===== src/rtl/xm_shifter_pkg.sv =====
// Shared types for the iterative shifter.
//   shift_op_e   : operation codes (codes above OP_PASS also behave as PASS)
//   status_bit_e : bit positions inside the 4-bit status word
//   state_e      : controller state encoding
package xm_shifter_pkg;

  typedef enum logic [2:0] {
    OP_SRA  = 3'd0,
    OP_RRC  = 3'd1,
    OP_SRL  = 3'd2,
    OP_SLL  = 3'd3,
    OP_RLC  = 3'd4,
    OP_PASS = 3'd5
  } shift_op_e;

  typedef enum logic [1:0] {
    FLAG_C = 2'd0,
    FLAG_Z = 2'd1,
    FLAG_N = 2'd2,
    FLAG_V = 2'd3
  } status_bit_e;

  typedef enum logic [1:0] {
    S_IDLE = 2'd0,
    S_RUN  = 2'd1,
    S_DONE = 2'd2
  } state_e;

endpackage


===== src/rtl/shift_step.sv =====
// Combinational single step of the iterative shifter: applies the selected
// operation k times (k <= STEP) to a data word and its carry.
//   i_op   : operation code (PASS codes leave data and carry untouched)
//   i_k    : number of bit positions for this step, 0..STEP
//   i_data : data word in
//   i_c    : carry in
//   o_data : data word out
//   o_c    : carry out (last bit shifted/rotated out)
module shift_step
  import xm_shifter_pkg::*;
#(
  parameter int WORD = 16,
  parameter int STEP = 1,
  parameter int CW   = $clog2(WORD)
) (
  input  logic [2:0]      i_op,
  input  logic [CW-1:0]   i_k,
  input  logic [WORD-1:0] i_data,
  input  logic            i_c,
  output logic [WORD-1:0] o_data,
  output logic            o_c
);

  logic [WORD-1:0] w_d;
  logic            w_c;
  logic            w_nc;

  // Unrolled chain of STEP single-bit stages; stages at or beyond i_k pass through.
  always_comb begin
    w_d  = i_data;
    w_c  = i_c;
    w_nc = 1'b0;
    for (int unsigned i = 0; i < STEP; i++) begin
      if (i < 32'(i_k)) begin
        case (i_op)
          OP_SRA: begin
            w_c = w_d[0];
            w_d = {w_d[WORD-1], w_d[WORD-1:1]};
          end
          OP_RRC: begin
            w_nc = w_d[0];
            w_d  = {w_c, w_d[WORD-1:1]};
            w_c  = w_nc;
          end
          OP_SRL: begin
            w_c = w_d[0];
            w_d = {1'b0, w_d[WORD-1:1]};
          end
          OP_SLL: begin
            w_c = w_d[WORD-1];
            w_d = {w_d[WORD-2:0], 1'b0};
          end
          OP_RLC: begin
            w_nc = w_d[WORD-1];
            w_d  = {w_d[WORD-2:0], w_c};
            w_c  = w_nc;
          end
          default: ;
        endcase
      end
    end
    o_data = w_d;
    o_c    = w_c;
  end

endmodule


===== src/rtl/iter_shifter.sv =====
// Multi-cycle shifter: shifts/rotates an operand by up to STEP positions per
// clock until the requested count is exhausted, then presents the result and
// updated flags with a one-cycle done pulse.
//   clk, rst    : clock, synchronous active-high reset
//   start       : request, accepted only while idle
//   operation   : 0 SRA, 1 RRC, 2 SRL, 3 SLL, 4 RLC, 5-7 PASS
//   shift       : shift count 0..WORD-1
//   in          : operand
//   status_old  : incoming flags {V,N,Z,C}
//   busy        : controller not idle
//   done        : result valid pulse
//   out         : result, held until the next accepted start
//   status_new  : result flags {V,N,Z,C}, held with out
module iter_shifter
  import xm_shifter_pkg::*;
#(
  parameter int WORD = 16,
  parameter int STEP = 1
) (
  input  logic                     clk,
  input  logic                     rst,
  input  logic                     start,
  input  logic [2:0]               operation,
  input  logic [$clog2(WORD)-1:0]  shift,
  input  logic [WORD-1:0]          in,
  input  logic [3:0]               status_old,
  output logic                     busy,
  output logic                     done,
  output logic [WORD-1:0]          out,
  output logic [3:0]               status_new
);

  localparam int CW = $clog2(WORD);
  localparam logic [CW-1:0] STEP_W = CW'(STEP);

  state_e          r_state;
  logic [2:0]      r_op;
  logic [CW-1:0]   r_rem;
  logic [WORD-1:0] r_data;
  logic            r_c;
  logic            r_v;
  logic [WORD-1:0] r_out;
  logic [3:0]      r_status;

  logic [CW-1:0]   w_k;
  logic [WORD-1:0] w_data;
  logic            w_c;
  logic [3:0]      w_flags;

  assign w_k = (r_rem > STEP_W) ? STEP_W : r_rem;

  shift_step #(
    .WORD(WORD),
    .STEP(STEP)
  ) u_step (
    .i_op  (r_op),
    .i_k   (w_k),
    .i_data(r_data),
    .i_c   (r_c),
    .o_data(w_data),
    .o_c   (w_c)
  );

  always_comb begin
    w_flags         = '0;
    w_flags[FLAG_C] = w_c;
    w_flags[FLAG_Z] = (w_data == '0);
    w_flags[FLAG_N] = w_data[WORD-1];
    w_flags[FLAG_V] = r_v;
  end

  always_ff @(posedge clk) begin
    if (rst) begin
      r_state  <= S_IDLE;
      r_op     <= '0;
      r_rem    <= '0;
      r_data   <= '0;
      r_c      <= 1'b0;
      r_v      <= 1'b0;
      r_out    <= '0;
      r_status <= '0;
    end else begin
      case (r_state)
        S_IDLE: begin
          if (start) begin
            r_op   <= operation;
            r_rem  <= shift;
            r_data <= in;
            r_c    <= status_old[FLAG_C];
            r_v    <= status_old[FLAG_V];
            // Zero count and PASS bypass the RUN state entirely.
            if ((shift == '0) || (operation >= OP_PASS)) begin
              r_out    <= in;
              r_status <= status_old;
              r_state  <= S_DONE;
            end else begin
              r_state  <= S_RUN;
            end
          end
        end
        S_RUN: begin
          r_data <= w_data;
          r_c    <= w_c;
          r_rem  <= r_rem - w_k;
          if (r_rem == w_k) begin
            r_out    <= w_data;
            r_status <= w_flags;
            r_state  <= S_DONE;
          end
        end
        S_DONE:  r_state <= S_IDLE;
        default: r_state <= S_IDLE;
      endcase
    end
  end

  assign busy       = (r_state != S_IDLE);
  assign done       = (r_state == S_DONE);
  assign out        = r_out;
  assign status_new = r_status;

endmodule


===== config.mk =====
export PLATFORM = sky130hd
export DESIGN_NAME = iter_shifter
export DESIGN_NICKNAME = d
export VERILOG_FILES = /design/src/rtl/xm_shifter_pkg.sv /design/src/rtl/shift_step.sv /design/src/rtl/iter_shifter.sv
export SDC_FILE = /design/constraint.sdc
export NUM_CORES = 1
export LEC_CHECK = 0
export CORE_MARGIN = 5
export CORE_UTILIZATION = 52
export CTS_CLUSTER_SIZE = 40
export DETAILED_ROUTE_END_ITERATION = 10
export GPL_ROUTABILITY_DRIVEN = 0
export HOLD_SLACK_MARGIN = 0.1
export PLACE_DENSITY = 0.91
export SLEW_MARGIN = 15
export SYNTH_ARGS = -nofsm -noshare
export SYNTH_HDL_FRONTEND = slang
export SYNTH_SLANG_ARGS = --single-unit
export TNS_END_PERCENT = 50

===== constraint.sdc =====
create_clock -name clk -period 2.5 [get_ports clk]
set_input_delay 0.25 -clock clk [delete_from_list [all_inputs] [get_ports clk]]
set_output_delay 0.25 -clock clk [all_outputs]
set_load 0.01 [all_outputs]

Yosys cells after proc, flatten, opt, wreduce, memory -nomap -nowiden --
Cells that the tools add are included.
Word-level totals: register bits after elaboration 47, input port bits 30, output and inout port bits 22, word-level logic and storage cells 58
Operators by class: reductions and logical operators 13, order comparisons 3, eq/ne operators 10, add/sub/neg operators 1, mux-type cells 23
Operators with widths (count):
- 16-bit two-way mux | 5
- 16-bit one-hot mux with 5 select lines | 1
- 16-bit one-hot mux with 2 select lines | 2
- 4-bit two-way mux | 5
- 16-bit logical NOT | 1
- 4-bit one-hot mux with 2 select lines | 2
- 3-bit by 2-bit == test with 1-bit output, second input constant | 2
- 2-bit two-way mux | 3
- 2-bit inequality test, second input constant | 3
- 2-bit AND reduction | 3
- 4-bit == test | 1
- 4-bit by 1-bit > comparator with 1-bit output, second input constant | 1
- 4-bit logical NOT | 1
- 1-bit by 4-bit < comparator with 1-bit output, first input constant | 1
- 1-bit one-hot mux with 2 select lines | 2
- 2-bit one-hot mux with 2 select lines | 1
- 4-bit AND reduction | 1
- 2-bit nonzero test | 2
- 4-bit subtractor | 1
- 3-bit by 1-bit == test with 1-bit output, second input constant | 1
- 3-bit == test, second input constant | 1
- 3-bit greater-or-equal comparator, second input constant | 1
- 3-bit logical NOT | 1
- 3-bit OR reduction | 1
- 6 further kinds | 7

Longest topological paths before layout --
Gate-level depths: netlist of run 1.
depth after elaboration 7, mapped depth 10, depth with buffers taken out 8

Hierarchy --
Synthesis of run 1 repeated with hierarchy kept, for this count alone.
Second synthesis, totals: cells, all modules 384, area total of the unflattened synthesis 3129.3 µm²
Modules (own cells, without submodules):
- iter_shifter | instances 1, cells an instance 275, sequential area each 940.9 µm², area each 2280.9 µm²
- shift_step | instances 1, cells an instance 109, sequential area each 0.0 µm², area each 848.3 µm²

Worst setup path before layout of run 1 --
Ideal clock, no wire load.
kind reg2reg, from register r_rem[2], to register r_status[1], in the netlist status_new[1], arrival 1767 ps, cell stages (with the launch flop) 7, library setup time 91 ps, slack 642 ps, data required time 2409 ps, cells stage by stage dfxtp_1 > or4_4 > and2_4 > or3_1 > o31ai_1 > nand4bb_1 > a311oi_1
Between the ends: longest elaborated chain between the ends 7, elaborated cells between the ends (all ways) 10
RTL lines:
- start, declared | RTL line iter_shifter.sv:38 | logic [CW-1:0] r_rem;
- start signal, assigned | RTL line iter_shifter.sv:87 | r_rem <= shift;
- start signal, assigned | RTL line iter_shifter.sv:104 | r_rem <= r_rem - w_k;
- 4-bit by 1-bit > comparator with 1-bit output | RTL line iter_shifter.sv:50 | assign w_k = (r_rem > STEP_W) ? STEP_W : r_rem;
- 4-bit two-way mux | RTL line iter_shifter.sv:50
- 1-bit by 4-bit < comparator with 1-bit output | RTL line shift_step.sv:34 | if (i < 32'(i_k)) begin
- 16-bit two-way mux | RTL line shift_step.sv:34
- 16-bit logical NOT | RTL line iter_shifter.sv:67 | w_flags[FLAG_Z] = (w_data == '0);
- 4-bit two-way mux | RTL line iter_shifter.sv:105 | if (r_rem == w_k) begin
- 4-bit one-hot mux with 2 select lines | RTL line iter_shifter.sv:83 | case (r_state)
- end signal, assigned | RTL line iter_shifter.sv:94 | r_status <= status_old;
- end signal, assigned | RTL line iter_shifter.sv:107 | r_status <= w_flags;
- end, declared | RTL line iter_shifter.sv:43 | logic [3:0] r_status;
Parallel ways exist; a longest one is shown, timed or not. The select of a mux whose other input is x is not followed. A chain may end at the register's enable or synchronous reset.

Worst setup path after layout of run 1 --
from register r_op[0], to register r_status[1], in the netlist status_new[1]
Between the ends: longest elaborated chain between the ends 6, elaborated cells between the ends (all ways) 10
RTL lines:
- start, declared | RTL line iter_shifter.sv:37 | logic [2:0] r_op;
- start signal, assigned | RTL line iter_shifter.sv:86 | r_op <= operation;
- 3-bit == test (tied with other cells)
- 16-bit one-hot mux with 5 select lines * | RTL line shift_step.sv:35 | case (i_op)
- 16-bit two-way mux * | RTL line shift_step.sv:34
- 16-bit logical NOT * | RTL line iter_shifter.sv:67
- 4-bit two-way mux * | RTL line iter_shifter.sv:105
- 4-bit one-hot mux with 2 select lines * | RTL line iter_shifter.sv:83
Mark *: on every way between the ends. The rest lies on a longest branch, timed or not. The select of a mux whose other input is x is not followed.

==> impl_metrics.tcl, run 1 <==
set metrics [dict create \
    status "complete, no violations" \
    io_buffers 51 \
    antenna_found_initial 0 \
    grt_start_max_net_pins 48 \
    die_area_sq_um 6706 \
    routed_wl_microns 7323 \
    overflow 0 \
    r2r_slack_ns 0.30 \
    synth_top_area_frac 0.3501 \
    cts_buffers 5 \
    min_period_ns 2.198 \
    yosys_warnings 0 \
    clk_pin_slew_ns 0.08 \
    synthAdderAreaFrac 0.009311 \
    finalMaxSlewViolations 0 \
    drt_iter0_drc 333 \
    path_buf_inv 0 \
    hpwlAfterDp_microns 4983 \
    crit_end "status_new[1]$_SDFFE_PP0P_" \
    syn_area_sq_um 2688 \
    syn_nets 374 \
    synth_top_family_by_area "simple AND/OR/NAND/NOR gates" \
    crit_path_end_kind "register" \
    post-cts-setup-buffers 0 \
    ys_ff_latch 47 \
    stdcell_area_sq_um 3327 \
    firstDrtPassIters 5 \
    synthTopCellsByArea "dfxtp_1 (35%), a211oi_1 (9.2%), nor2_1 (8.4%)" \
    muxShareOfSynthArea 0.04469 \
    synthMostInstantiatedCell "nor2_1" \
    drc_errors 0 \
    gr-usage-all-layers 0.2314 \
    setup_viol 0 \
    crit_fanout 25 \
    path_cells "nor3b_1 > nor4_1 > nand4_1 > o31ai_1 > nand4bb_1 > a311oi_1" \
    power-per-cell-area_nw_per_um2 677.4 \
    stdcell_count 451 \
    grt_pass1_wl_microns 12200 \
    yosys.area_share.simple 0.2775 \
    clock_skew_ns 0.005046 \
    tritoncts "yes" \
    die_h_microns 81.89 \
    dp_cells 444 \
    slowest_delay_ns 0.59 \
    wl_per_cell_microns 16.24 \
    synth_edf_count 0 \
    cts_root_buf "clkbuf_8" \
    synthTopCellsByCount "nor2_1 (60), dfxtp_1 (47), a211oi_1 (33), nand2_1 (33), a21oi_1 (29)" \
    crit_slowest_cell "dfxtp_2" \
    fmax_mhz 455.0 \
    final_nets 413 \
    start_util 0.5296 \
    criticalPathCategory "register to register" \
    synthFlopType "dfxtp_1" \
    postRouteAntennaNets 0 \
    worstSetupPathDepth 6 \
    fin_setup_tns_ns 0 \
    synth_area_leader_cell "dfxtp_1" \
    drive_above_1_share 0.07612 \
    h-tree-depth 2 \
    regToRegEndpoint "status_new[1]$_SDFFE_PP0P_" \
    min-delay-path-class "register to register" \
    arrival_ns 2.41 \
    async_flop_share 0 \
    via_count 2736 \
    grt_pass1_vias 2559 \
    avgSynthCellArea_sq_um 7.858 \
    cp-start-kind "register" \
    crit_path_start "r_op[0]$_SDFFE_PP0P_" \
    min_period_over_period 0.8792 \
    die_w_microns 81.89 \
    core.rowCount 26 \
    worstPathRequired_ns 2.72 \
    tightest_slew_ns 0.5704 \
    coreArea_sq_um 5075 \
    worstReg2RegStart "r_op[0]$_SDFFE_PP0P_" \
    r2r_cells 6 \
    cap_violations 0 \
    synthToLayoutAreaGrowth_pct 23.79 \
    io_pins 52 \
    syn_inst 342 \
    hold_violations 0 \
    post_drt_via_cell_ratio 6.067 \
    ys_seq_area_frac 0.3501 \
    path_delay_family "simple AND/OR/NAND/NOR gates" \
    p_leak_nw 1.233 \
    clockBufferDepth 2 \
    cts.sinks 47 \
    clock_latency_ns 0.30 \
    rsz0062_at_grt "no" \
    placed_area_sq_um 3221 \
    synth-xor-area-share 0 \
    relSlewSlack 0.6162 \
    peakVddDrop_v 0.0004437 \
    synth_compound_area_frac 0.2570 \
    antenna_cells 0 \
    ys_types 45 \
]
[area by class of cell]
| cell class | instances | area, sq um |
|---|---|---|
| fillers | 434 | 1748 |
| multi-input cells | 263 | 1587 |
| flip-flops and latches | 47 | 944.7 |
| repair buffers | 60 | 590.6 |
| well taps | 70 | 87.58 |
| clock buffers | 6 | 72.57 |
| clock inverters | 1 | 30.03 |
| inverters | 4 | 15.01 |
[worst reg2reg max path, stage by stage (launching register included)]
cell and delay, ns:
dfxtp_2 0.59, nor3b_1 0.11, nor4_1 0.55, nand4_1 0.19
o31ai_1 0.26, nand4bb_1 0.15, a311oi_1 0.26
[where the power goes]
group	leakage, nW	total [mW]	switching [mW]	internal, mW
Combinational	0.793	0.753	0.404	0.349
Clock	0.0513	0.537	0.244	0.293
Sequential	0.389	0.963	0.123	0.840
Total	1.23	2.25	0.772	1.48
[routing by layer]
| layer | routed length [microns] | up-vias | global-route usage |
|---|---|---|---|
| met5 | 0 | - | 0 |
| met4 | 189 | 0 | 0.09967 |
| met3 | 481 | 24 | 0.04167 |
| met2 | 3323 | 124 | 0.3530 |
| met1 | 3329 | 1257 | 0.3180 |
| li1 | - | 1331 | - |
[how the worst min path moves through the flow]
stage	start	end	slack [ns]	depth (start not counted)
6_report	r_v$_SDFFE_PP0P_	r_v$_SDFFE_PP0P_	0.47	2
5_1_grt	r_v$_SDFFE_PP0P_	r_v$_SDFFE_PP0P_	0.49	2
4_1_cts	r_v$_SDFFE_PP0P_	r_v$_SDFFE_PP0P_	0.47	2
3_5_place_dp	r_v$_SDFFE_PP0P_	r_v$_SDFFE_PP0P_	0.46	2
3_3_place_gp	r_v$_SDFFE_PP0P_	r_v$_SDFFE_PP0P_	0.44	2
2_1_floorplan	status_old[3]	r_v$_SDFFE_PP0P_	0.39	2
[cell usage in the layout, fill, tap and decap left out, types with 2 or more instances in the layout]
cell type,count
a211oi_1,33
inv_1,4
a22oi_1,4
a311oi_1,3
o22ai_1,3
nand4_1,2
nor2b_1,10
nor4bb_1,4
nor3_1,6
a211oi_2,4
nand3_1,2
dfxtp_1,44
a21oi_1,29
nor3b_1,9
nand2_1,33
and4b_1,4
ha_1,2
clkbuf_8,5
dfxtp_2,3
o21ai_0,5
nor2_1,60
o31ai_1,4
nor4_1,6
o31a_1,2
o211ai_1,2
buf_4,8
clkdlybuf4s50_1,51
mux2i_1,12
nand2b_1,4
a31oi_1,5
[kinds of logic after synthesis]
logic type,Yosys count
flip-flops,47
adder cells (fa/ha/maj),2
AO/OA/AOI/OAI,100
AND/OR/NAND/NOR,149
buffers and inverters,32
multiplexers,12
[sequential cells by signal, indices dropped and copies added, names as in the netlist]
signal,flops
out,16
r_data,16
r_op,3
r_state,2
r_c,1
r_rem,4
status_new,4
r_v,1
[metrics by stage]
step | power [mW] | worst slack (ns) | utilization | hold WS, ns
CTS | 2.252 | 0.1582 | 0.6548 | 0.4682
finish | 2.254 | 0.3021 | 0.6556 | 0.4683
detailed placement | 1.705 | 0.1740 | 0.6346 | 0.4558
global placement | 1.682 | 0.2700 | 0.6346 | 0.4449
global route | 2.386 | 0.1190 | 0.6556 | 0.4931
floorplan | 1.460 | 0.6425 | - | 0.3860
[repair_timing]
item,CTS,global route
endpoints found under the setup margin,0,3
resized for setup,0,3
hold buffers,0,0
(Power assumes the default switching activity.)
==> run 2, diff against run 1 <==
CAP_MARGIN = 40   (was default)
==> results of run 2 <==
No change in the layout: final DEF, timing and power equal those of run 1.
